## src/rtl/lsu_ctrl_pkg.sv

```systemverilog
// Shared load/store codes: FSM state encodings and RV32I funct3 width codes.
package lsu_ctrl_pkg;

   typedef enum logic [2:0] {
      LSU_IDLE  = 3'd0,
      LSU_REQ   = 3'd1,
      LSU_WAIT  = 3'd2,
      LSU_DONE  = 3'd3,
      LSU_FAULT = 3'd4
   } lsu_state_e;

   localparam logic [2:0] LSU_F3_B  = 3'b000;
   localparam logic [2:0] LSU_F3_H  = 3'b001;
   localparam logic [2:0] LSU_F3_W  = 3'b010;
   localparam logic [2:0] LSU_F3_BU = 3'b100;
   localparam logic [2:0] LSU_F3_HU = 3'b101;

   // Stores have no unsigned variants, so only B/H/W are legal for them.
   function automatic logic lsu_f3_legal(input logic we, input logic [2:0] f3);
      logic ok;
      ok = (f3 == LSU_F3_B) || (f3 == LSU_F3_H) || (f3 == LSU_F3_W);
      if (!we) ok = ok || (f3 == LSU_F3_BU) || (f3 == LSU_F3_HU);
      return ok;
   endfunction

endpackage

```

## src/rtl/lsu_ctrl_if.sv

```systemverilog
// Data-memory port: valid/ready request channel plus response channel.
interface lsu_ctrl_if #(
   parameter int ADDR_W = 32,
   parameter int DATA_W = 32
);
   logic              mem_req_valid;
   logic              mem_req_ready;
   logic              mem_we;
   logic [ADDR_W-1:0] mem_addr;
   logic [3:0]        mem_wstrb;
   logic [DATA_W-1:0] mem_wdata;
   logic              mem_rsp_valid;
   logic [DATA_W-1:0] mem_rdata;

   modport master (
      output mem_req_valid, mem_we, mem_addr, mem_wstrb, mem_wdata,
      input  mem_req_ready, mem_rsp_valid, mem_rdata
   );

   modport slave (
      input  mem_req_valid, mem_we, mem_addr, mem_wstrb, mem_wdata,
      output mem_req_ready, mem_rsp_valid, mem_rdata
   );
endinterface

```

## src/rtl/lsu_ctrl_ld_align.sv

```systemverilog
// Load data alignment: shift the read word down to the addressed lane, then extend.
module lsu_ld_align
   import lsu_ctrl_pkg::*;
#(
   parameter int DATA_W = 32
) (
   input  logic [DATA_W-1:0] i_rdata,
   input  logic [1:0]        i_off,
   input  logic [2:0]        i_funct3,
   output logic [DATA_W-1:0] o_ld_data
);

   logic [DATA_W-1:0] w_shifted;

   assign w_shifted = i_rdata >> {i_off, 3'b000};

   always_comb begin
      unique case (i_funct3)
         LSU_F3_B:  o_ld_data = {{(DATA_W-8){w_shifted[7]}}, w_shifted[7:0]};
         LSU_F3_H:  o_ld_data = {{(DATA_W-16){w_shifted[15]}}, w_shifted[15:0]};
         LSU_F3_BU: o_ld_data = {{(DATA_W-8){1'b0}}, w_shifted[7:0]};
         LSU_F3_HU: o_ld_data = {{(DATA_W-16){1'b0}}, w_shifted[15:0]};
         default:   o_ld_data = w_shifted;
      endcase
   end

endmodule

```

## src/rtl/lsu_ctrl.sv

```systemverilog
// Load/store sequencer between EX/MEM and the data memory port.
// Optional misaligned-access trap (with a misalign output) under LSU_MISALIGN_TRAP_EN.
module lsu_ctrl
   import lsu_ctrl_pkg::*;
#(
   parameter int ADDR_W      = 32,
   parameter int DATA_W      = 32,
   parameter int RSP_TIMEOUT = 255
) (
   input  logic              clk,
   input  logic              rst_n,
   input  logic              req_valid,
   input  logic              req_we,
   input  logic [2:0]        req_funct3,
   input  logic [ADDR_W-1:0] req_addr,
   input  logic [DATA_W-1:0] req_wdata,
   output logic              lsu_stall,
   output logic              lsu_done,
   output logic [DATA_W-1:0] ld_data,
   output logic              lsu_fault,
`ifdef LSU_MISALIGN_TRAP_EN
   output logic              misalign,
`endif
   lsu_ctrl_if.master        mem
);

   localparam int CNT_W = (RSP_TIMEOUT > 1) ? $clog2(RSP_TIMEOUT + 1) : 1;

   lsu_state_e        r_state;
   logic              r_we, r_req_valid, r_done, r_fault;
   logic [2:0]        r_funct3;
   logic [1:0]        r_off;
   logic [ADDR_W-1:0] r_addr;
   logic [3:0]        r_wstrb;
   logic [DATA_W-1:0] r_wdata, r_ld_data;
   logic [CNT_W-1:0]  r_cnt;
   logic [CNT_W-1:0]  w_cnt_nxt;
   logic              w_tmo, w_f3_ok, w_misalign, w_trap;
   logic [3:0]        w_wstrb;
   logic [DATA_W-1:0] w_wdata, w_ld_fmt;

   // NOTE: every output of a combinational block gets a default first so no latch is inferred.
   always_comb begin
      w_wstrb = 4'b0000;
      w_wdata = '0;
      if (req_we) begin
         unique case (req_funct3[1:0])
            2'b00:   begin w_wstrb = 4'b0001 << req_addr[1:0]; w_wdata = {4{req_wdata[7:0]}};  end
            2'b01:   begin w_wstrb = 4'b0011 << req_addr[1:0]; w_wdata = {2{req_wdata[15:0]}}; end
            default: begin w_wstrb = 4'b1111;                  w_wdata = req_wdata;            end
         endcase
      end
   end

   assign w_f3_ok = lsu_f3_legal(req_we, req_funct3);
`ifdef LSU_MISALIGN_TRAP_EN
   assign w_misalign = w_f3_ok &&
                       (((req_funct3[1:0] == 2'b01) && req_addr[0]) ||
                        ((req_funct3[1:0] == 2'b10) && (req_addr[1:0] != 2'b00)));
`else
   assign w_misalign = 1'b0;
`endif
   assign w_trap    = !w_f3_ok || w_misalign;
   assign w_cnt_nxt = r_cnt + CNT_W'(1);
   assign w_tmo     = (RSP_TIMEOUT != 0) && (w_cnt_nxt == CNT_W'(RSP_TIMEOUT));

   lsu_ld_align #(.DATA_W(DATA_W)) u_ld_align (
      .i_rdata   (mem.mem_rdata),
      .i_off     (r_off),
      .i_funct3  (r_funct3),
      .o_ld_data (w_ld_fmt)
   );

`ifdef LSU_MISALIGN_TRAP_EN
   logic r_misalign;
   always_ff @(posedge clk or negedge rst_n) begin
      if (!rst_n)                                           r_misalign <= 1'b0;
      else if ((r_state == LSU_IDLE) && req_valid && w_trap) r_misalign <= w_misalign;
      else                                                  r_misalign <= 1'b0;
   end
   assign misalign = r_misalign;
`endif

   // NOTE: sequential state is updated with non-blocking assignments only.
   always_ff @(posedge clk or negedge rst_n) begin
      if (!rst_n) begin
         r_state     <= LSU_IDLE;
         r_we        <= 1'b0;
         r_funct3    <= 3'b000;
         r_off       <= 2'b00;
         r_addr      <= '0;
         r_wstrb     <= 4'b0000;
         r_wdata     <= '0;
         r_ld_data   <= '0;
         r_cnt       <= '0;
         r_req_valid <= 1'b0;
         r_done      <= 1'b0;
         r_fault     <= 1'b0;
      end else begin
         r_done  <= 1'b0;
         r_fault <= 1'b0;
         unique case (r_state)
            LSU_IDLE: if (req_valid) begin
               r_we     <= req_we;
               r_funct3 <= req_funct3;
               r_off    <= req_addr[1:0];
               r_addr   <= {req_addr[ADDR_W-1:2], 2'b00};
               r_wstrb  <= w_wstrb;
               r_wdata  <= w_wdata;
               r_cnt    <= '0;
               if (w_trap) begin
                  r_fault <= 1'b1;
                  r_state <= LSU_FAULT;
               end else begin
                  r_req_valid <= 1'b1;
                  r_state     <= LSU_REQ;
               end
            end
            LSU_REQ: if (mem.mem_req_ready) begin
               r_req_valid <= 1'b0;
               r_state     <= LSU_WAIT;
            end
            // Response wins over a timeout landing in the same cycle.
            LSU_WAIT: if (mem.mem_rsp_valid) begin
               if (!r_we) r_ld_data <= w_ld_fmt;
               r_done  <= 1'b1;
               r_state <= LSU_DONE;
            end else if (w_tmo) begin
               r_fault <= 1'b1;
               r_state <= LSU_FAULT;
            end else begin
               r_cnt <= w_cnt_nxt;
            end
            default: r_state <= LSU_IDLE;
         endcase
      end
   end

   assign lsu_stall = ((r_state == LSU_IDLE) && req_valid) ||
                      (r_state == LSU_REQ) || (r_state == LSU_WAIT);
   assign lsu_done  = r_done;
   assign lsu_fault = r_fault;
   assign ld_data   = r_ld_data;

   assign mem.mem_req_valid = r_req_valid;
   assign mem.mem_we        = r_we;
   assign mem.mem_addr      = r_addr;
   assign mem.mem_wstrb     = r_wstrb;
   assign mem.mem_wdata     = r_wdata;

endmodule

```

## src/flat_wrapper.sv

```systemverilog
// flat-port wrapper written by rule: the top's interface ports become plain ports
module lsu_ctrl_flat import lsu_ctrl_pkg::*;
#(
   parameter int ADDR_W      = 32,
   parameter int DATA_W      = 32,
   parameter int RSP_TIMEOUT = 255
)
  (clk, rst_n, req_valid, req_we, req_funct3, req_addr, req_wdata, lsu_stall, lsu_done, ld_data, lsu_fault, mem_mem_req_valid, mem_mem_we, mem_mem_addr, mem_mem_wstrb, mem_mem_wdata, mem_mem_req_ready, mem_mem_rsp_valid, mem_mem_rdata);
  lsu_ctrl_if #(.ADDR_W(ADDR_W), .DATA_W(DATA_W)) mem_i ();
  input  logic clk;
  input  logic rst_n;
  input  logic req_valid;
  input  logic req_we;
  input  logic [2:0] req_funct3;
  input  logic [ADDR_W-1:0] req_addr;
  input  logic [DATA_W-1:0] req_wdata;
  output logic lsu_stall;
  output logic lsu_done;
  output logic [DATA_W-1:0] ld_data;
  output logic lsu_fault;
  output wire logic [$bits(mem_i.mem_req_valid)-1:0] mem_mem_req_valid;
  output wire logic [$bits(mem_i.mem_we)-1:0] mem_mem_we;
  output wire logic [$bits(mem_i.mem_addr)-1:0] mem_mem_addr;
  output wire logic [$bits(mem_i.mem_wstrb)-1:0] mem_mem_wstrb;
  output wire logic [$bits(mem_i.mem_wdata)-1:0] mem_mem_wdata;
  input wire logic [$bits(mem_i.mem_req_ready)-1:0] mem_mem_req_ready;
  input wire logic [$bits(mem_i.mem_rsp_valid)-1:0] mem_mem_rsp_valid;
  input wire logic [$bits(mem_i.mem_rdata)-1:0] mem_mem_rdata;
  assign mem_mem_req_valid = mem_i.mem_req_valid;
  assign mem_mem_we = mem_i.mem_we;
  assign mem_mem_addr = mem_i.mem_addr;
  assign mem_mem_wstrb = mem_i.mem_wstrb;
  assign mem_mem_wdata = mem_i.mem_wdata;
  assign mem_i.mem_req_ready = mem_mem_req_ready;
  assign mem_i.mem_rsp_valid = mem_mem_rsp_valid;
  assign mem_i.mem_rdata = mem_mem_rdata;
  lsu_ctrl #(.ADDR_W(ADDR_W), .DATA_W(DATA_W), .RSP_TIMEOUT(RSP_TIMEOUT)) u_core (.clk(clk), .rst_n(rst_n), .req_valid(req_valid), .req_we(req_we), .req_funct3(req_funct3), .req_addr(req_addr), .req_wdata(req_wdata), .lsu_stall(lsu_stall), .lsu_done(lsu_done), .ld_data(ld_data), .lsu_fault(lsu_fault), .mem(mem_i));
endmodule
```

## config.mk

```make
export PLATFORM = sky130hd
export DESIGN_NAME = lsu_ctrl_flat
export DESIGN_NICKNAME = d
export VERILOG_FILES = /design/src/rtl/lsu_ctrl_pkg.sv /design/src/rtl/lsu_ctrl_if.sv /design/src/rtl/lsu_ctrl_ld_align.sv /design/src/rtl/lsu_ctrl.sv /design/src/flat_wrapper.sv
export SDC_FILE = /design/constraint.sdc
export NUM_CORES = 1
export LEC_CHECK = 0
export CORE_UTILIZATION = 45
export DETAILED_ROUTE_END_ITERATION = 10
export PLACE_DENSITY = 0.86
export SYNTH_ARGS = -nofsm -noshare
export SYNTH_HDL_FRONTEND = slang
export SYNTH_SLANG_ARGS = --single-unit
```

## constraint.sdc

```tcl
create_clock -name clk -period 2.7 [get_ports clk]
set_input_delay 0.405 -clock clk [delete_from_list [all_inputs] [get_ports clk]]
set_output_delay 0.405 -clock clk [all_outputs]
set_load 0.05 [all_outputs]
```

# Yosys cells after proc, flatten, opt, wreduce, memory -nomap -nowiden
# Cells that the tools add are included.
[op_classes]
add_sub_neg = 1
n_eq_ne = 17
n_shift = 3
muxes = 27
n_bitwise = 1
reduce_logical = 18
[op_table]
columns = ["operator", "n"]
rows = [
  ["$pmux W32 S4", 1],
  ["$pmux W32 S2", 1],
  ["$mux W32", 1],
  ["$shr A32 B5 Y32", 1],
  ["$mux W8", 3],
  ["$pmux W8 S2", 1],
  ["$mux W3", 5],
  ["$eq A3 B3 Y1 const B", 4],
  ["$mux W1", 10],
  ["$eq A3 B1 Y1 const B", 3],
  ["$logic_not A3 Y1", 3],
  ["$pmux W3 S3", 1],
  ["$add A8 B1 Y8 const B", 1],
  ["$eq A8 B8 Y1 const B", 1],
  ["$ne A2 B2 Y1 const B", 4],
  ["$pmux W4 S2", 1],
  ["$reduce_and A4 Y1", 2],
  ["$eq A3 B2 Y1 const B", 2],
  ["$logic_or A1 B1 Y1", 6],
  ["$reduce_and A3 Y1", 2],
  ["$mux W4", 1],
  ["$pmux W1 S2", 2],
  ["$reduce_bool A2 Y1", 2],
  ["$shl A1 B2 Y4 const A", 1],
  ["8 further kinds", 8],
]
[totals]
reg_bits = 118
input_bits = 105
output_inout_bits = 105
elab_cells = 79

# Longest topological paths before layout
# Gate-level depths: netlist of the first run.
[logic_depth]
word_depth = 9
mapped_depth = 8
mapped_depth_nobuf = 6

# Hierarchy
# From an unflattened synthesis of the first run, not the netlist that was laid out.
[hier_totals]
hier_cells = 616
area_unflattened_um2 = 5850.6
[modules_own_cells]
columns = ["module", "n_inst", "cells_per_inst", "area_per_inst_um2", "seq_area_each_um2"]
rows = [
  ["lsu_ctrl", 1, 509, 5156.2, 2952.8],
  ["lsu_ld_align", 1, 107, 694.4, 0.0],
]

# Worst setup path before layout of the first run
# No wires, ideal clock.
[synth_timing]
path_kind = "register -> output"
from = "reg u_core.r_state[0]"
to = "out lsu_stall"
arrival_ns = 1.648
required_time_ns = 2.295
setup_slack_ns = 0.647
path_stages_with_launch = 2
n_path_buf = 0
cell_sequence = "dfrtp_1 a211oi_1"
[synth_via]
elab_chain_cells = 4
elab_cells_between_ends = 6
cone_classes = "eq/ne: 2; reduce/logical: 4"
[synth_rtl]
columns = ["element", "line_no", "source"]
rows = [
  ["start, declared", "lsu_ctrl.sv:29", "lsu_state_e r_state;"],
  ["start signal, assigned", "lsu_ctrl.sv:87", "r_state <= LSU_IDLE;"],
  ["start signal, assigned", "lsu_ctrl.sv:113", "r_state <= LSU_FAULT;"],
  ["start signal, assigned", "lsu_ctrl.sv:116", "r_state <= LSU_REQ;"],
  ["$logic_not A3 Y1", "lsu_ctrl.sv:139", "assign lsu_stall = ((r_state == LSU_IDLE) && req_valid) ||"],
  ["$logic_and A1 B1 Y1", "lsu_ctrl.sv:139", ""],
  ["$logic_or A1 B1 Y1", "lsu_ctrl.sv:139", ""],
  ["$logic_or A1 B1 Y1 *", "lsu_ctrl.sv:140", "(r_state == LSU_REQ) || (r_state == LSU_WAIT);"],
  ["end, declared", "flat_wrapper.sv:17", "output logic lsu_stall;"],
]
# Mark *: on every way between the ends. The rest lies on a longest branch, timed or not.

# Worst setup path after layout of the first run
[layout_timing]
from = "reg u_core.r_off[1]"
to = "reg u_core.r_ld_data[29], in the netlist u_core.ld_data[29]"
[layout_via]
elab_chain_cells = 2
[layout_rtl]
columns = ["element", "line_no", "source"]
rows = [
  ["start, declared", "lsu_ctrl.sv:32", "logic [1:0] r_off;"],
  ["start signal, assigned", "lsu_ctrl.sv:106", "r_off <= req_addr[1:0];"],
  ["$shr A32 B5 Y32", "lsu_ctrl_ld_align.sv:15", "assign w_shifted = i_rdata >> {i_off, 3'b000};"],
  ["$pmux W32 S4", "lsu_ctrl_ld_align.sv:18", "unique case (i_funct3)"],
  ["end signal, assigned", "lsu_ctrl.sv:125", "if (!r_we) r_ld_data <= w_ld_fmt;"],
  ["end, declared", "lsu_ctrl.sv:35", "logic [DATA_W-1:0] r_wdata, r_ld_data;"],
]
# No other way between the ends.
# A chain may end at the register's enable or synchronous reset.

==> results.toml, run 1 <==
[placement]
gp_congestion = 0.8905
port-buffer-count = 207
placement.cell_area_um2 = 7886
post-dp-hpwl_um = 11360
placed_cell_count = 873

[synth]
flops_latches_synth = 118
ys_dominant_reg_cell = "sky130_fd_sc_hd__dfrtp_1"
postSynthAreaPerCell_um2 = 10.85
post_synth_xor_area_fraction_pct = 0.3086
synth-edff-count = 0
synth_warnings = 0
muxShareOfSynthArea_pct = 15.43
synth_simple_gate_area_share_pct = 12.52
synth_sequential_area_ratio_pct = 52.02
async_flop_share_pct = 100.0
synth_compound_gate_area_share_pct = 15.69
yosys.area_share.adder_pct = 0.4408
synthesis.instances = 523
combinational_family_with_the_most_area_after_synthesis = "compound AO/OA/AOI/OAI gates"
synthesis.area_um2 = 5677
synthDistinctLibCells = 53

[sta]
relative_max_transition_margin_pct = 50.29
period_utilization_pct = 88.27
maxClockFrequency_mhz = 419.6
slew_viol_final = 0
finalSetupViolations = 0
fin_setup_tns_ns = 0
holdWs_ns = 0.02139
skew_ns = 0.01412
rsz_0062_raised_after_global_routing = "false"
min_period_ns = 2.383
timing_worst_slew_pin_value_ns = 0.7457
hold_viol = 0

[global_routing]
pin_count_of_the_biggest_net_entering_global_routing = 105
antenna_found_initial = 0
vias_in_the_first_global_route = 5021
grt_util_all_layers_pct = 24.85
global_route_wire_length_before_repair_um = 25100
overall_overflow_remaining_after_global_route = 0

[cts]
numCtsBuffers = 17
cts.root.buffer_cell = "sky130_fd_sc_hd__clkbuf_16"
clk-insertion-delay-late_ns = 0.41
cts_htree_levels = 4
ctsResizeCount = 0
cts.hold.buffers_added = 0
cts_setup_buffers = 0
tritoncts = "built"
clock_tree.buffer_depth = 2
clkTransAtPathRegs_ns = 0.06
tritoncts_num_sinks = 118

[finish]
most-common-layout-cells = "sky130_fd_sc_hd__clkdlybuf4s50_1, sky130_fd_sc_hd__dfrtp_1, sky130_fd_sc_hd__nand2_1"
final_net_count = 831
finish.instance_area_um2 = 8461
post_route_cells_drive_above_1_share_pct = 14.27
syn_to_final_growth_pct = 49.04
multi_input_gate_area_um2 = 2530
instances_no_fill = 904
filler_cell_count = 931
antenna_cells_inserted = 0
seq_area_um2 = 2953
layout.cells.most_common = "sky130_fd_sc_hd__clkdlybuf4s50_1"

[floorplanning]
std_cell_rows = 40
floorplan.die.height_um = 114.3
initial_cell_density_of_the_core_pct = 46.68
fp.dieArea_um2 = 13070
num_io_pins = 210
die_width_um = 114.3
core-area_um2 = 12160

[worst_hold_path]
timing.hold.worst.class = "in2async"

[worst_setup_path]
crit_fanout = 17
capturing_element_type_of_the_critical_path = "register"
reg2reg_slack_ns = 0.32
timing_worst_setup_path_type = "reg2reg"
timing.critical_path.from_type = "register"
critPathRequiredTime_ns = 3.03
r2r_cells = 5
cp_data_arrival_time_ns = 2.72

[drt]
drt-wirelength-per-cell_um = 17.49
detail_route.vias_per_cell = 5.418
postRouteAntennaNets = 0
detailroute.via_count = 4898
wirelength_um = 15810
drt_iter0_drc = 328
drtPass1Iterations = 5
detail_route.drc_violations = 0

[pwr]
cellPowerDensity_nw_per_um2 = 1381
power.leakage_nw = 3.552
vdd.ir_drop.worst_mv = 0.5687
total_power_mw = 11.69

[flow_run]
max_cap_violations = 0

[outcome]
outcome = "finished clean"
path summary, 6_finish.rpt:
check	from	endpoint
max	u_core.r_off[1]	u_core.ld_data[29]
min	rst_n	u_core.mem.mem_addr[10]
max reg2reg	u_core.r_off[1]	u_core.ld_data[29]
min reg2reg	u_core.mem.mem_wdata[6]	u_core.mem.mem_wdata[6]
max in group asynchronous	rst_n	u_core.mem.mem_addr[31]
min in group clk	u_core.mem.mem_wdata[6]	u_core.mem.mem_wdata[6]
layout make-up:
cell class / count / share of cell area (%)
clock buffers: 19 / 5.235
clock inverters: 12 / 1.553
inverters: 3 / 0.1331
multi-input cells: 365 / 29.90
flip-flops and latches: 118 / 34.90
well taps: 168 / 2.484
repair buffers: 219 / 25.79
state kept, by name, summed over array words and instances (netlist names), 2 cells and up:
register	flops
u_core.mem.mem_wstrb	4
u_core.r_off	2
u_core.mem.mem_wdata	32
u_core.r_cnt	8
u_core.mem.mem_addr	30
u_core.ld_data	32
u_core.r_state	3
u_core.r_funct3	3
cells in the mapped netlist, drive strengths merged (3+ instances only):
cell    number  area [µm²]
a22o         9       78.83
a211oi       8       60.06
o21ai       44       220.2
nand3        5       25.02
a31oi        3       18.77
nor2        38       142.6
dfrtp      118        2953
mux2        49       555.5
o31ai       13       111.4
a21oi       19       95.09
nor3         3       15.01
inv          3       11.26
mux2i       32       320.3
and2        10       62.56
clkbuf      18       68.81
o22a        17       148.9
nand2       60       225.2
nor2b       22       137.6
buf         20       120.1
worst max-delay path, stage by stage, from the launching register on:
cell	delay [ns]
sky130_fd_sc_hd__dfrtp_1	0.71
sky130_fd_sc_hd__mux2i_1	0.19
sky130_fd_sc_hd__mux2i_1	0.33
sky130_fd_sc_hd__mux2i_1	0.18
sky130_fd_sc_hd__o31ai_4	0.64
sky130_fd_sc_hd__o22a_1	0.27
per-layer routing:
layer / GRT usage [%] / wire, µm / up-vias
li1: - / - / 2254
met1: 29.82 / 6391 / 2392
met2: 43.19 / 8001 / 232
met3: 6.088 / 1168 / 20
met4: 9.351 / 249 / 0
met5: 0 / 0 / -
power by group:
| group | leakage, nW | switching (mW) | internal (mW) |
|---|---|---|---|
| clock network | 0.271 | 0.787 | 1.37 |
| registers | 1.46 | 0.544 | 2.57 |
| logic | 1.83 | 4.10 | 2.31 |
| total | 3.55 | 5.43 | 6.25 |
stage by stage:
stage	setup slack (ns)	util, %
after floorplan	0.6473	-
after global placement	0.3349	64.85
after detailed placement	0.2196	64.85
after CTS	0.3643	69.57
after global routing	0.1724	69.57
final	0.3168	69.57
logic make-up (layout without fill, tap and decap cells):
group	Yosys count	after routing
DFF	118	118
adders and majority gates	2	2
and+or+nand+nor	151	151
muxes	81	81
buffers and inverters	41	253
xor gates and xnor gates	2	2
AOI/OAI and AO/OA	127	127
other	1	2
(Power assumes the default switching activity.)
==> run 2, diff against run 1 <==
--- a/config.mk
+++ b/config.mk
@@ -5,7 +5,9 @@
 export SDC_FILE = /design/constraint.sdc
 export NUM_CORES = 1
 export LEC_CHECK = 0
+export CAP_MARGIN = 30
 export CORE_UTILIZATION = 45
+export CTS_CLUSTER_SIZE = 8
 export DETAILED_ROUTE_END_ITERATION = 10
 export PLACE_DENSITY = 0.86
 export SYNTH_ARGS = -nofsm -noshare
==> results of run 2 <==
No change in the layout: final DEF, timing and power equal those of run 1.
